File: config.mk
export PLATFORM = sky130hd
export DESIGN_NAME = rpc_cmd_arbiter
export DESIGN_NICKNAME = d
export VERILOG_FILES = /design/src/rtl/rpc_ctrl_pkg.sv /design/src/rtl/rpc_cmd_fifo.sv /design/src/rtl/rpc_cmd_arbiter.sv
export SDC_FILE = /design/constraint.sdc
export NUM_CORES = 1
export LEC_CHECK = 0
export CORE_ASPECT_RATIO = 1.2
export CORE_UTILIZATION = 49
export DETAILED_ROUTE_END_ITERATION = 8
export PLACE_DENSITY_LB_ADDON = 0.15
export SKIP_LAST_GASP = 1
export SYNTH_ARGS = -nofsm -noshare
export SYNTH_HDL_FRONTEND = slang
export SYNTH_SLANG_ARGS = --single-unit
File: constraint.sdc
create_clock -name clk_i -period 4.5 [get_ports clk_i]
set_input_delay 0.45 -clock clk_i [delete_from_list [all_inputs] [get_ports clk_i]]
set_output_delay 0.45 -clock clk_i [all_outputs]
set_load 0.02 [all_outputs]
File: src/rtl/rpc_ctrl_pkg.sv
// Shared types for the RPC DRAM command arbiter: command payload, FSM states, field widths.
package rpc_ctrl_pkg;

  localparam int unsigned DRAM_ALIGN_POS  = 5;
  localparam int unsigned DRAM_ADDR_WIDTH = 20;

  typedef struct packed {
    logic                       is_write;
    logic [DRAM_ALIGN_POS-1:0]  len;
    logic [DRAM_ADDR_WIDTH-1:0] addr;
  } arb_cmd_t;

  typedef enum logic {
    IDLE  = 1'b0,
    ISSUE = 1'b1
  } arb_state_e;

endpackage

File: src/rtl/rpc_cmd_fifo.sv
// Small circular command FIFO; exposes every slot and its valid flag for address compares.
module rpc_cmd_fifo
  import rpc_ctrl_pkg::*;
#(
  parameter int unsigned DEPTH = 2
) (
  input  logic                 clk_i,
  input  logic                 rst_i,
  input  logic                 push_i,
  input  arb_cmd_t             data_i,
  output logic                 ready_o,
  input  logic                 pop_i,
  output arb_cmd_t             head_o,
  output logic                 empty_o,
  output arb_cmd_t [DEPTH-1:0] entries_o,
  output logic     [DEPTH-1:0] entry_valid_o
);

  localparam int unsigned PW = (DEPTH > 1) ? $clog2(DEPTH) : 1;
  localparam int unsigned CW = $clog2(DEPTH + 1);

  arb_cmd_t [DEPTH-1:0] mem;
  logic     [DEPTH-1:0] vld;
  logic [PW-1:0]        rd_ptr;
  logic [PW-1:0]        wr_ptr;
  logic [CW-1:0]        count;
  logic                 full;
  logic                 push_ok;
  logic                 pop_ok;

  function automatic logic [PW-1:0] ptr_inc(input logic [PW-1:0] p);
    return (p == PW'(DEPTH - 1)) ? '0 : p + PW'(1);
  endfunction

  // A full FIFO refuses pushes even when popping in the same cycle (no bypass).
  assign full    = (count == CW'(DEPTH));
  assign empty_o = (count == '0);
  assign ready_o = !full;
  assign push_ok = push_i && !full;
  assign pop_ok  = pop_i && !empty_o;

  assign head_o        = mem[rd_ptr];
  assign entries_o     = mem;
  assign entry_valid_o = vld;

  always_ff @(posedge clk_i or posedge rst_i) begin
    if (rst_i) begin
      mem    <= '0;
      vld    <= '0;
      rd_ptr <= '0;
      wr_ptr <= '0;
      count  <= '0;
    end else begin
      if (pop_ok) begin
        vld[rd_ptr] <= 1'b0;
        rd_ptr      <= ptr_inc(rd_ptr);
      end
      if (push_ok) begin
        mem[wr_ptr] <= data_i;
        vld[wr_ptr] <= 1'b1;
        wr_ptr      <= ptr_inc(wr_ptr);
      end
      count <= count + CW'(push_ok) - CW'(pop_ok);
    end
  end

endmodule

File: src/rtl/rpc_cmd_arbiter.sv
// Read/write command arbiter for the RPC DRAM command port; read-favouring with write-starvation bound.
// Optional read-after-write hazard blocking is enabled by defining RPC_ARB_HAZARD_CHECK_EN.
module rpc_cmd_arbiter
  import rpc_ctrl_pkg::*;
#(
  parameter int unsigned FIFO_DEPTH = 2,
  parameter int unsigned MAX_CONSEC = 4
) (
  input  logic                       clk_i,
  input  logic                       rst_i,
  input  logic                       rd_valid_i,
  input  logic [DRAM_ALIGN_POS-1:0]  rd_len_i,
  input  logic [DRAM_ADDR_WIDTH-1:0] rd_addr_i,
  output logic                       rd_ready_o,
  input  logic                       wr_valid_i,
  input  logic [DRAM_ALIGN_POS-1:0]  wr_len_i,
  input  logic [DRAM_ADDR_WIDTH-1:0] wr_addr_i,
  output logic                       wr_ready_o,
  output logic                       cmd_valid_o,
  output logic                       cmd_is_write_o,
  output logic [DRAM_ALIGN_POS-1:0]  cmd_len_o,
  output logic [DRAM_ADDR_WIDTH-1:0] cmd_addr_o,
  input  logic                       cmd_ready_i,
  output logic                       rd_pending_o,
  output logic                       wr_pending_o
);

  localparam int unsigned CCW = $clog2(MAX_CONSEC + 1);

  arb_state_e state, state_nxt;
  arb_cmd_t   cmd_q;
  logic [CCW-1:0] consec_cnt, consec_nxt;

  arb_cmd_t rd_in, wr_in, rd_head, wr_head;
  logic     rd_empty, wr_empty, rd_ne, wr_ne, any_ne;
  arb_cmd_t [FIFO_DEPTH-1:0] rd_entries, wr_entries;
  logic     [FIFO_DEPTH-1:0] rd_vld, wr_vld;

  logic hazard_c, grant_wr_c, arb_en_c, rd_pop_c, wr_pop_c;

  always_comb begin
    rd_in          = '0;
    rd_in.is_write = 1'b0;
    rd_in.len      = rd_len_i;
    rd_in.addr     = rd_addr_i;
    wr_in          = '0;
    wr_in.is_write = 1'b1;
    wr_in.len      = wr_len_i;
    wr_in.addr     = wr_addr_i;
  end

  rpc_cmd_fifo #(.DEPTH(FIFO_DEPTH)) u_rd_fifo (
    .clk_i         (clk_i),
    .rst_i         (rst_i),
    .push_i        (rd_valid_i),
    .data_i        (rd_in),
    .ready_o       (rd_ready_o),
    .pop_i         (rd_pop_c),
    .head_o        (rd_head),
    .empty_o       (rd_empty),
    .entries_o     (rd_entries),
    .entry_valid_o (rd_vld)
  );

  rpc_cmd_fifo #(.DEPTH(FIFO_DEPTH)) u_wr_fifo (
    .clk_i         (clk_i),
    .rst_i         (rst_i),
    .push_i        (wr_valid_i),
    .data_i        (wr_in),
    .ready_o       (wr_ready_o),
    .pop_i         (wr_pop_c),
    .head_o        (wr_head),
    .empty_o       (wr_empty),
    .entries_o     (wr_entries),
    .entry_valid_o (wr_vld)
  );

  assign rd_ne  = !rd_empty;
  assign wr_ne  = !wr_empty;
  assign any_ne = rd_ne || wr_ne;

`ifdef RPC_ARB_HAZARD_CHECK_EN
  logic unused_fifo_taps;
  assign unused_fifo_taps = ^{rd_entries, rd_vld};

  // Read head must not overtake any queued or still-presented write to the same address.
  always_comb begin
    hazard_c = 1'b0;
    for (int i = 0; i < int'(FIFO_DEPTH); i++) begin
      if (wr_vld[i] && (wr_entries[i].addr == rd_head.addr)) hazard_c = 1'b1;
    end
    if (cmd_valid_o && cmd_q.is_write && !cmd_ready_i && (cmd_q.addr == rd_head.addr))
      hazard_c = 1'b1;
  end
`else
  logic unused_fifo_taps;
  assign unused_fifo_taps = ^{rd_entries, rd_vld, wr_entries, wr_vld};
  assign hazard_c = 1'b0;
`endif

  always_ff @(posedge clk_i or posedge rst_i) begin
    if (rst_i) state <= IDLE;
    else       state <= state_nxt;
  end

  always_comb begin
    state_nxt = state;
    case (state)
      IDLE:    if (any_ne) state_nxt = ISSUE;
      ISSUE:   if (cmd_ready_i && !any_ne) state_nxt = IDLE;
      default: state_nxt = IDLE;
    endcase
  end

  // Arbitration decision, FIFO pops and next consecutive-read count.
  always_comb begin
    arb_en_c   = 1'b0;
    grant_wr_c = 1'b0;
    rd_pop_c   = 1'b0;
    wr_pop_c   = 1'b0;
    consec_nxt = consec_cnt;
    case (state)
      IDLE:    arb_en_c = any_ne;
      ISSUE:   arb_en_c = cmd_ready_i && any_ne;
      default: arb_en_c = 1'b0;
    endcase
    if (!rd_ne)                                 grant_wr_c = 1'b1;
    else if (!wr_ne)                            grant_wr_c = 1'b0;
    else if (hazard_c)                          grant_wr_c = 1'b1;
    else if (consec_cnt == CCW'(MAX_CONSEC))    grant_wr_c = 1'b1;
    else                                        grant_wr_c = 1'b0;
    if (arb_en_c) begin
      rd_pop_c = !grant_wr_c;
      wr_pop_c = grant_wr_c;
      if (grant_wr_c || !wr_ne)                 consec_nxt = '0;
      else if (consec_cnt != CCW'(MAX_CONSEC))  consec_nxt = consec_cnt + CCW'(1);
    end
  end

  always_ff @(posedge clk_i or posedge rst_i) begin
    if (rst_i) begin
      cmd_q      <= '0;
      consec_cnt <= '0;
    end else if (arb_en_c) begin
      cmd_q      <= grant_wr_c ? wr_head : rd_head;
      consec_cnt <= consec_nxt;
    end
  end

  assign cmd_valid_o    = (state == ISSUE);
  assign cmd_is_write_o = cmd_q.is_write;
  assign cmd_len_o      = cmd_q.len;
  assign cmd_addr_o     = cmd_q.addr;
  assign rd_pending_o   = rd_ne;
  assign wr_pending_o   = wr_ne;

endmodule

==> results.toml, run 1 <==
[yosys]
synth.distinct_cells = 29
synth_area_mm2 = 0.006125
synth_edf_count = 0
synth_largest_area_cell = "dfrtp_1"
synth_commonest_cells = "dfrtp_1, mux2_2, a221o_1, mux2i_1, nor4_1"
syn_nets = 482
ys_ff_latch = 140
yosys_warnings = 0
synth_ff_type = "dfrtp_1"
synth_area_leaders = "dfrtp_1, mux2_2, a221o_1"
syn_inst = 421
synth_async_sr_flop_share = 1.000
synth-seq-area-share = 0.5720
yosysTopAreaCellShare = 0.5720
synth.avg_cell_area_um2 = 14.55
synth.most_common_cell = "dfrtp_1"

[place]
routabilityCongestion = 0.7147
hpwlAfterDp_um = 8237
place_area_mm2 = 0.007088
port_buffers = 85

[clock_tree]
cts_max_level = 4
root_buffer = "clkbuf_16"
cts_tree = "yes"
cts_hold_buf = 0
clkLatencyLatePin_ns = 0.41
numCtsBuffers = 17
clock-sinks = 140
clk_path_buf_depth = 2
cts.clk_slew.worst_paths_ns = 0.05
cts.repair.resized = 0
post_cts_buffers = 0

[sta]
finalSetupViolations = 0
max_freq_mhz = 417.3
fin_tns_setup_ns = 0
rsz0062_at_grt = "false"
fin_worst_skew_ns = 0.01108
post-route-period-util = 0.5325
max_slew_margin = 0.1351
worstMarginPinSlew_ns = 1.297
hold_ws_ns = 0.4618
period_needed_ns = 2.396
finalMaxSlewViolations = 0
finalHoldViolations = 0

[floorplanning]
pin_count = 86
die_w_um = 104.1
core.rowCount = 44
fp.dieArea_mm2 = 0.01295
core_area_mm2 = 0.01217
start_util = 0.5034
dieHeight_um = 124.5

[min_path]
worstHoldPathType = "reg -> reg"
whs_path_depth = 1
hold_start = "u_wr_fifo.entries_o[25]"
whs_endpoint = "u_wr_fifo.entries_o[25]"

[worst_setup_path]
cp-start-kind = "register"
worst_ep_required_time_ns = 4.05
crit_family = "buffers and inverters"
critPathArrivalTime_ns = 1.95
cpPeakStageDelay_ns = 0.57
reg2reg_depth = 5
rrSetupSlack_ns = 2.13
crit_fanout = 29
path_buf_inv = 3
cp_slowest_cell = "clkdlybuf4s50_1"
worstReg2RegStart = "u_wr_fifo.count[0]"
critPathKind = "reg -> out"
path_cells = "nor2_2 -> buf_4 -> inv_1 -> clkdlybuf4s50_1"
reg2reg_to = "cmd_addr_o[14]"
crit_path_end_kind = "output pin"

[global_routing]
grt_pass1_wl_um = 20470
grt_pass1_vias = 3872
antenna_found_initial = 0
grtUsageTotal = 0.2058
grt.overflow.total = 0
grt_max_degree = 141

[pwr]
p_leak_nw = 3.308
power.density_mw_per_mm2 = 804.5
ir_worst_vdd_v = 0.0004095

[status]
status = "finished clean"

[route]
drt_iter0_drc = 207
wl_per_cell_um = 18.41
vias = 3751
drt-total-wl_um = 12430
vias_per_cell = 5.557
drc = 0
postRouteAntennaNets = 0
first_pass_iters = 4

[final_layout]
area_growth_pct = 26.99
final_net_count = 563
design_area_mm2 = 0.007777
drive_gt1_frac = 0.3346
diodes = 0

[flow_run]
cap_violations = 0
per-stage QoR:
stage                     utilization  power [mW]  cells  setup WS (ns)
after detailed placement       0.5826       4.677    644          2.056
after global routing           0.6392       6.610    675          2.012
after floorplan                     -       3.941    421         0.2971
after global placement         0.5826       4.573    644          2.124
after CTS                      0.6392       6.310    675          2.103
final                          0.6392       6.257    675          2.104
registers in the layout (all words and copies together) (netlist names):
signal	count
cmd_valid_o	1
cmd_is_write_o	1
u_rd_fifo.count	2
u_wr_fifo.entries_o	52
consec_cnt	3
u_rd_fifo.wr_ptr	1
u_wr_fifo.count	2
u_wr_fifo.wr_ptr	1
cmd_len_o	5
u_rd_fifo.rd_ptr	1
u_rd_fifo.entries_o	50
cmd_addr_o	20
u_wr_fifo.rd_ptr	1
worst max-delay path by stage:
stage	startpoint	to	slack [ns]	depth (start not counted)
floorplan	rst_i	cmd_addr_o[0]	0.30	1
global route	u_wr_fifo.count[0]	cmd_addr_o[0]	2.01	5
CTS	u_wr_fifo.count[0]	wr_pending_o	2.10	4
detailed placement	cmd_ready_i	u_wr_fifo.count[1]	2.06	9
finish	u_wr_fifo.count[0]	wr_pending_o	2.10	4
global placement	cmd_ready_i	u_wr_fifo.count[1]	2.12	9
report_power, final:
group	internal (mW)	total [mW]	switching (mW)
Sequential	1.90	2.28	0.387
Clock	1.10	1.61	0.516
Combinational	1.30	2.36	1.06
cell families after synthesis:
kind of cell / Yosys count / share of synthesized area
mux: 151 / 0.2725
flops: 140 / 0.5720
simple gates: 45 / 0.04658
buf+inv: 38 / 0.03187
compound gates: 33 / 0.05332
xor+xnor: 8 / 0.01144
fa+ha+maj: 6 / 0.01226
final cells by class:
class / count / area (µm²)
Tap cell: 161 / 201.4
Sequential cell: 140 / 3503
Multi-Input combinational cell: 243 / 2435
Timing Repair Buffer: 92 / 915.9
Fill cell: 951 / 4389
Inverter: 8 / 32.53
Clock buffer: 21 / 480.5
Clock inverter: 10 / 209.0
routing by layer:
layer	up-vias	GRT usage	wire length, µm
met4	0	0.06555	114
met2	78	0.3278	6047
met3	9	0.04971	522
met1	1939	0.2782	5740
met5	-	0	0
li1	1725	-	-
worst register-to-register path: cells and delay by family, from the launching register on:
kind / cells / cell delay [ns]
AO/OA/AOI/OAI: 2 / 1.33
buffers and inverters: 2 / 0.47
flip-flops: 1 / 0.39
AND/OR/NAND/NOR: 1 / 0.10
cell usage in the layout, fill, tap and decap left out:
cell	instances
nor2_1	2
clkdlybuf4s50_1	85
xor2_1	4
or3_1	1
nor3_1	1
nor2b_2	1
nand3_2	2
inv_6	1
ha_1	6
and2_1	2
a32o_1	2
and3b_1	1
o21ai_2	1
clkbuf_16	17
a2bb2oi_2	1
bufinv_16	6
o211a_1	1
mux2i_1	25
buf_4	6
clkinvlp_4	2
nor4_1	25
clkinv_2	1
nand3b_2	1
inv_4	1
xnor2_1	4
inv_1	7
or2_1	1
dfrtp_1	140
nor2_2	1
mux2_2	126
clkbuf_8	4
nand2_1	1
a22o_1	3
a221o_1	25
buf_12	1
nor2b_1	1
nand2b_1	5
Power figures use the tool's default switching activity.
==> inputs of run 2 (changes only) <==
CORE_UTILIZATION = 50   (was 49)
clock period = 2.4 ns   (was 4.5 ns; I/O delays follow)
==> run 2 against run 1 <==
  * Combinational power up 93%
  * Power up 85%
  * Cell count increased by 0.59%
  * Register-to-register slack got worse by 1.7 ns
  * Clock skew decreased by 0.0059 ns
  * Die area fell by 2.0%
  * Clock power is 73% higher
  * Worst setup slack lost 1.7 ns
  * Via count is 0.16% higher
  * Cell area increased by 0.42%
  * First-iteration DRC count is 38% lower
==> results.toml, run 2 (synthesized netlist as in run 1, its figures left out) <==
[worst_setup_path]
critPathArrivalTime_ns = 1.79
critPathKind = "reg -> out"
crit_path_end_kind = "output pin"
reg2reg_depth = 9
cp-start-kind = "register"
crit_fanout = 7
worst_ep_required_time_ns = 2.16

[clock_tree]
clk_path_buf_depth = 2
cts_max_level = 4
clkLatencyLatePin_ns = 0.41
root_buffer = "clkbuf_16"
numCtsBuffers = 17
post_cts_buffers = 0
cts_tree = "yes"
cts_hold_buf = 0
cts.clk_slew.worst_paths_ns = 0.06
clock-sinks = 140
cts.repair.resized = 0

[route]
wl_per_cell_um = 18.78
vias = 3757
drt_iter0_drc = 129
first_pass_iters = 4
drc = 0
postRouteAntennaNets = 0
drt-total-wl_um = 12760
vias_per_cell = 5.533

[sta]
max_freq_mhz = 492.5
finalHoldViolations = 0
max_slew_margin = 0.5331
period_needed_ns = 2.031
hold_ws_ns = 0.2237
post-route-period-util = 0.8461
rsz0062_at_grt = "false"
finalSetupViolations = 0
finalMaxSlewViolations = 0
worstMarginPinSlew_ns = 0.6996
fin_worst_skew_ns = 0.005209
fin_tns_setup_ns = 0

[final_layout]
utilization = 0.6659
fin_cells = 679
layout_common_cells = "dfrtp_1, mux2_2, clkdlybuf4s50_1"
regArea_mm2 = 0.003503
final_common_cell = "dfrtp_1"
diodes = 0
fillers = 914
final_net_count = 570
multiInputGateArea_mm2 = 0.002435
drive_gt1_frac = 0.3429
largest_reg_flops = 52
area_growth_pct = 27.52

[floorplanning]
start_util = 0.5222
pin_count = 86
fp.dieArea_mm2 = 0.01270
die_w_um = 103.0
dieHeight_um = 123.2
core.rowCount = 43
core_area_mm2 = 0.01173

[place]
port_buffers = 85
hpwlAfterDp_um = 8638
placed_cells = 647
routabilityCongestion = 0.7706

[global_routing]
grt_max_degree = 63
grtUsageTotal = 0.2172
grt.overflow.total = 0
grt_pass1_wl_um = 20340
grt_pass1_vias = 3943
antenna_found_initial = 0

[status]
status = "finished clean"

[pwr]
p_leak_nw = 3.333
ir_worst_vdd_v = 0.0007529
power.density_mw_per_mm2 = 1483

[flow_run]
cap_violations = 0

[min_path]
worstHoldPathType = "in -> async"
[run 2: path summary, 6_finish.rpt]
| check | start | endpoint | slack [ns] |
|---|---|---|---|
| setup / recovery | u_wr_fifo.count[0] | wr_pending_o | 0.37 |
| hold / removal | rst_i | u_rd_fifo.entries_o[30] | 0.22 |
| setup reg to reg | consec_cnt[0] | u_wr_fifo.count[1] | 0.46 |
| hold reg to reg | u_wr_fifo.entries_o[51] | u_wr_fifo.entries_o[51] | 0.48 |
| max in group asynchronous | rst_i | u_wr_fifo.entries_o[32] | 1.50 |
| min in group clk_i | wr_len_i[4] | u_wr_fifo.entries_o[50] | 0.46 |
[run 2: layout make-up]
type | instances | share of cell area
clock buffer | 21 | 0.06024
tap | 157 | 0.02515
clock inverter | 11 | 0.02115
timing repair buffer | 99 | 0.1288
inverter | 8 | 0.004326
sequential | 140 | 0.4486
multi-input combinational | 243 | 0.3118
[run 2: layer usage]
layer  part of all wire  global-route usage  wire length [µm]  up-vias
li1                   -                   -                 -     1743
met1               0.47              0.2984              5984     1928
met4              0.014             0.08363               174        0
met2               0.48              0.3396              6184       72
met3              0.032             0.04466               412       14
met5                  0                   0                 0        -
[run 2: worst max-delay path, cell delays in order, from the launching register on]
cell and delay (ns):
dfrtp_1 0.40, nor2_2 0.25, inv_1 0.16, clkdlybuf4s50_1 0.57
[run 2: power by group]
part | total [mW] | switching, mW | leakage, nW | internal [mW]
logic | 4.56 | 2.05 | 1.36 | 2.51
clock network | 2.78 | 0.958 | 0.313 | 1.82
registers | 4.25 | 0.685 | 1.66 | 3.56
[run 2: per-stage QoR]
stage / instance area (µm²) / setup WS, ns / total power [mW]
CTS: 7810 / 0.3344 / 11.68
finish: 7810 / 0.3693 / 11.58
global placement: 7174 / 0.4152 / 8.636
global route: 7810 / 0.2393 / 12.22
detailed placement: 7174 / 0.3784 / 8.830
floorplan: 6128 / 0.4109 / 7.390
==> inputs of run 3 (changes only) <==
CORE_UTILIZATION = 49   (was 50)
clock period = 1.7 ns   (was 2.4 ns; I/O delays follow)
==> run 3 against run 2 <==
  * The run now ends with negative setup slack left
  * Combinational power increased by 55%
  * Largest power group unchanged
  * Global-route usage decreased by 0.23 points
  * First-iteration DRC count increased by 7.0%
  * Largest cell class unchanged
==> results.toml, run 3 (synthesized netlist as in run 1, its figures left out) <==
[status]
status = "complete, but fails checks"
violations = "negative setup slack"

[worst_setup_path]
cpPeakStageDelay_ns = 0.39
cp_slowest_cell = "dfrtp_1"
critPathKind = "reg -> reg"
worst_ep_required_time_ns = 1.99
critPathArrivalTime_ns = 2.03
crit_top_cell = "ha_4"
crit_fanout = 3
path_cells = "inv_2 -> ha_4 -> nand2_2 -> o211a_1 -> ha_4 -> inv_2 -> ha_4 -> xnor2_2 -> xnor2_1"
reg2reg_depth = 9
crit_path_end_kind = "register"
cp-start-kind = "register"

[final_layout]
drive_gt1_frac = 0.3842
fillers = 933
diodes = 0
final_net_count = 580
layout_common_cells = "dfrtp_1, mux2_2, clkdlybuf4s50_1, mux2i_1, a221o_1"
area_growth_pct = 31.15
largest_reg_flops = 52
final_common_cell = "dfrtp_1"

[route]
wl_per_cell_um = 18.59
drt-total-wl_um = 12870
first_pass_iters = 4
vias_per_cell = 5.551
postRouteAntennaNets = 0
vias = 3841
drc = 0
drt_iter0_drc = 138

[floorplanning]
dieHeight_um = 124.5
core_area_mm2 = 0.01217
die_w_um = 104.1
fp.dieArea_mm2 = 0.01295
pin_count = 86
start_util = 0.5034
core.rowCount = 44

[pwr]
ir_worst_vdd_v = 0.0009027
power.density_mw_per_mm2 = 2081
p_leak_nw = 3.387

[clock_tree]
numCtsBuffers = 17
clk_path_buf_depth = 2
cts.clk_slew.worst_paths_ns = 0.06
cts_tree = "yes"
cts_max_level = 4
clock-sinks = 140
root_buffer = "clkbuf_16"
clkLatencyLatePin_ns = 0.41
cts_hold_buf = 0

[place]
port_buffers = 85
routabilityCongestion = 0.7798
dp_slack_ns = -0.1060
hpwlAfterDp_um = 8613

[sta]
finalHoldViolations = 0
hold_ws_ns = 0.2447
max_slew_margin = 0.6821
max_freq_mhz = 576.0
finalSetupViolations = 2
finalMaxSlewViolations = 0
period_needed_ns = 1.736
finalWorstSetupSlack_ns = -0.03601
worstMarginPinSlew_ns = 0.4725
rsz0062_at_grt = "true"
post-route-period-util = 1.021
fin_worst_skew_ns = 0.006884

[flow_run]
cap_violations = 0

[global_routing]
grtUsageTotal = 0.2148
gr-usage-met1 = 0.3048
busiest_layer = "met2"
grt_pass1_vias = 4077
grt_pass1_wl_um = 21450
grt.overflow.total = 0
antenna_found_initial = 0
grt_use_met3 = 0.05285
met2_usage = 0.3282
grt_max_degree = 79

[min_path]
worstHoldPathType = "in -> async"
run 3: changes by cell type in the layout (fill, tap and decap cells not counted), moves of 3 or more:
cell	change
ha_4	+5
inv_2	+4
buf_12	+5
clkdlybuf4s50_1	-4
dlygate4sd2_1	+3
inv_1	-4
buf_4	+5
ha_1	-5
nor4_2	+3
nor4_1	-3
run 3: final timing paths:
check	startpoint	endpoint	slack, ns
worst max-delay path	consec_cnt[0]	u_rd_fifo.count[1]	-0.04
worst min register to register	u_wr_fifo.entries_o[51]	u_wr_fifo.entries_o[51]	0.47
worst min-delay path	rst_i	u_rd_fifo.entries_o[4]	0.24
worst max register to register	consec_cnt[0]	u_rd_fifo.count[1]	-0.04
max in group asynchronous	rst_i	u_wr_fifo.entries_o[36]	1.10
min in group clk_i	wr_len_i[4]	u_wr_fifo.entries_o[50]	0.40
run 3: area by class of cell:
type                       count  area, µm²  share of cell area
tap                          161      201.4             0.02508
clock inverter                11      145.1             0.01807
multi-input combinational    243       2561              0.3188
sequential                   140       3503              0.4361
timing repair buffer         109       1141              0.1421
clock buffer                  20      446.7             0.05561
inverter                       8      33.78            0.004206
run 3: repair_timing:
action	CTS	global route
setup endpoints to repair	11	8
cloned	0	0
buffers inserted	0	3
gates resized for setup	11	8
pin swaps	5	5
run 3: worst max-delay path: cells and delay by family, from the launching register on:
family                   cells  cell delay, ns
XOR/XNOR                     2            0.24
AO/OA/AOI/OAI                1            0.25
flip-flops                   1            0.39
adder cells (fa/ha/maj)      3            0.58
buffers and inverters        2            0.11
AND/OR/NAND/NOR              1            0.05
run 3: power by group:
part	total [mW]	internal (mW)	switching, mW
clock network	3.68	2.33	1.34
registers	5.97	5.03	0.936
logic	7.08	3.91	3.17
run 3: through the flow:
stage,cells,power [mW],area (µm²),TNS [ns],util
floorplan,421,10.62,6198,-30.89,-
global placement,658,12.61,7352,-0.08157,0.6043
global route,692,17.75,8033,-0.2718,0.6602
CTS,689,16.68,7959,-0.04661,0.6542
detailed placement,658,12.91,7352,-0.2060,0.6043
finish,692,16.72,8033,-0.06396,0.6602
run 3: routing by layer:
layer,up-vias,wire [µm]
met3,12,441
li1,1755,-
met5,-,0
met2,89,6203
met1,1985,6045
met4,0,174
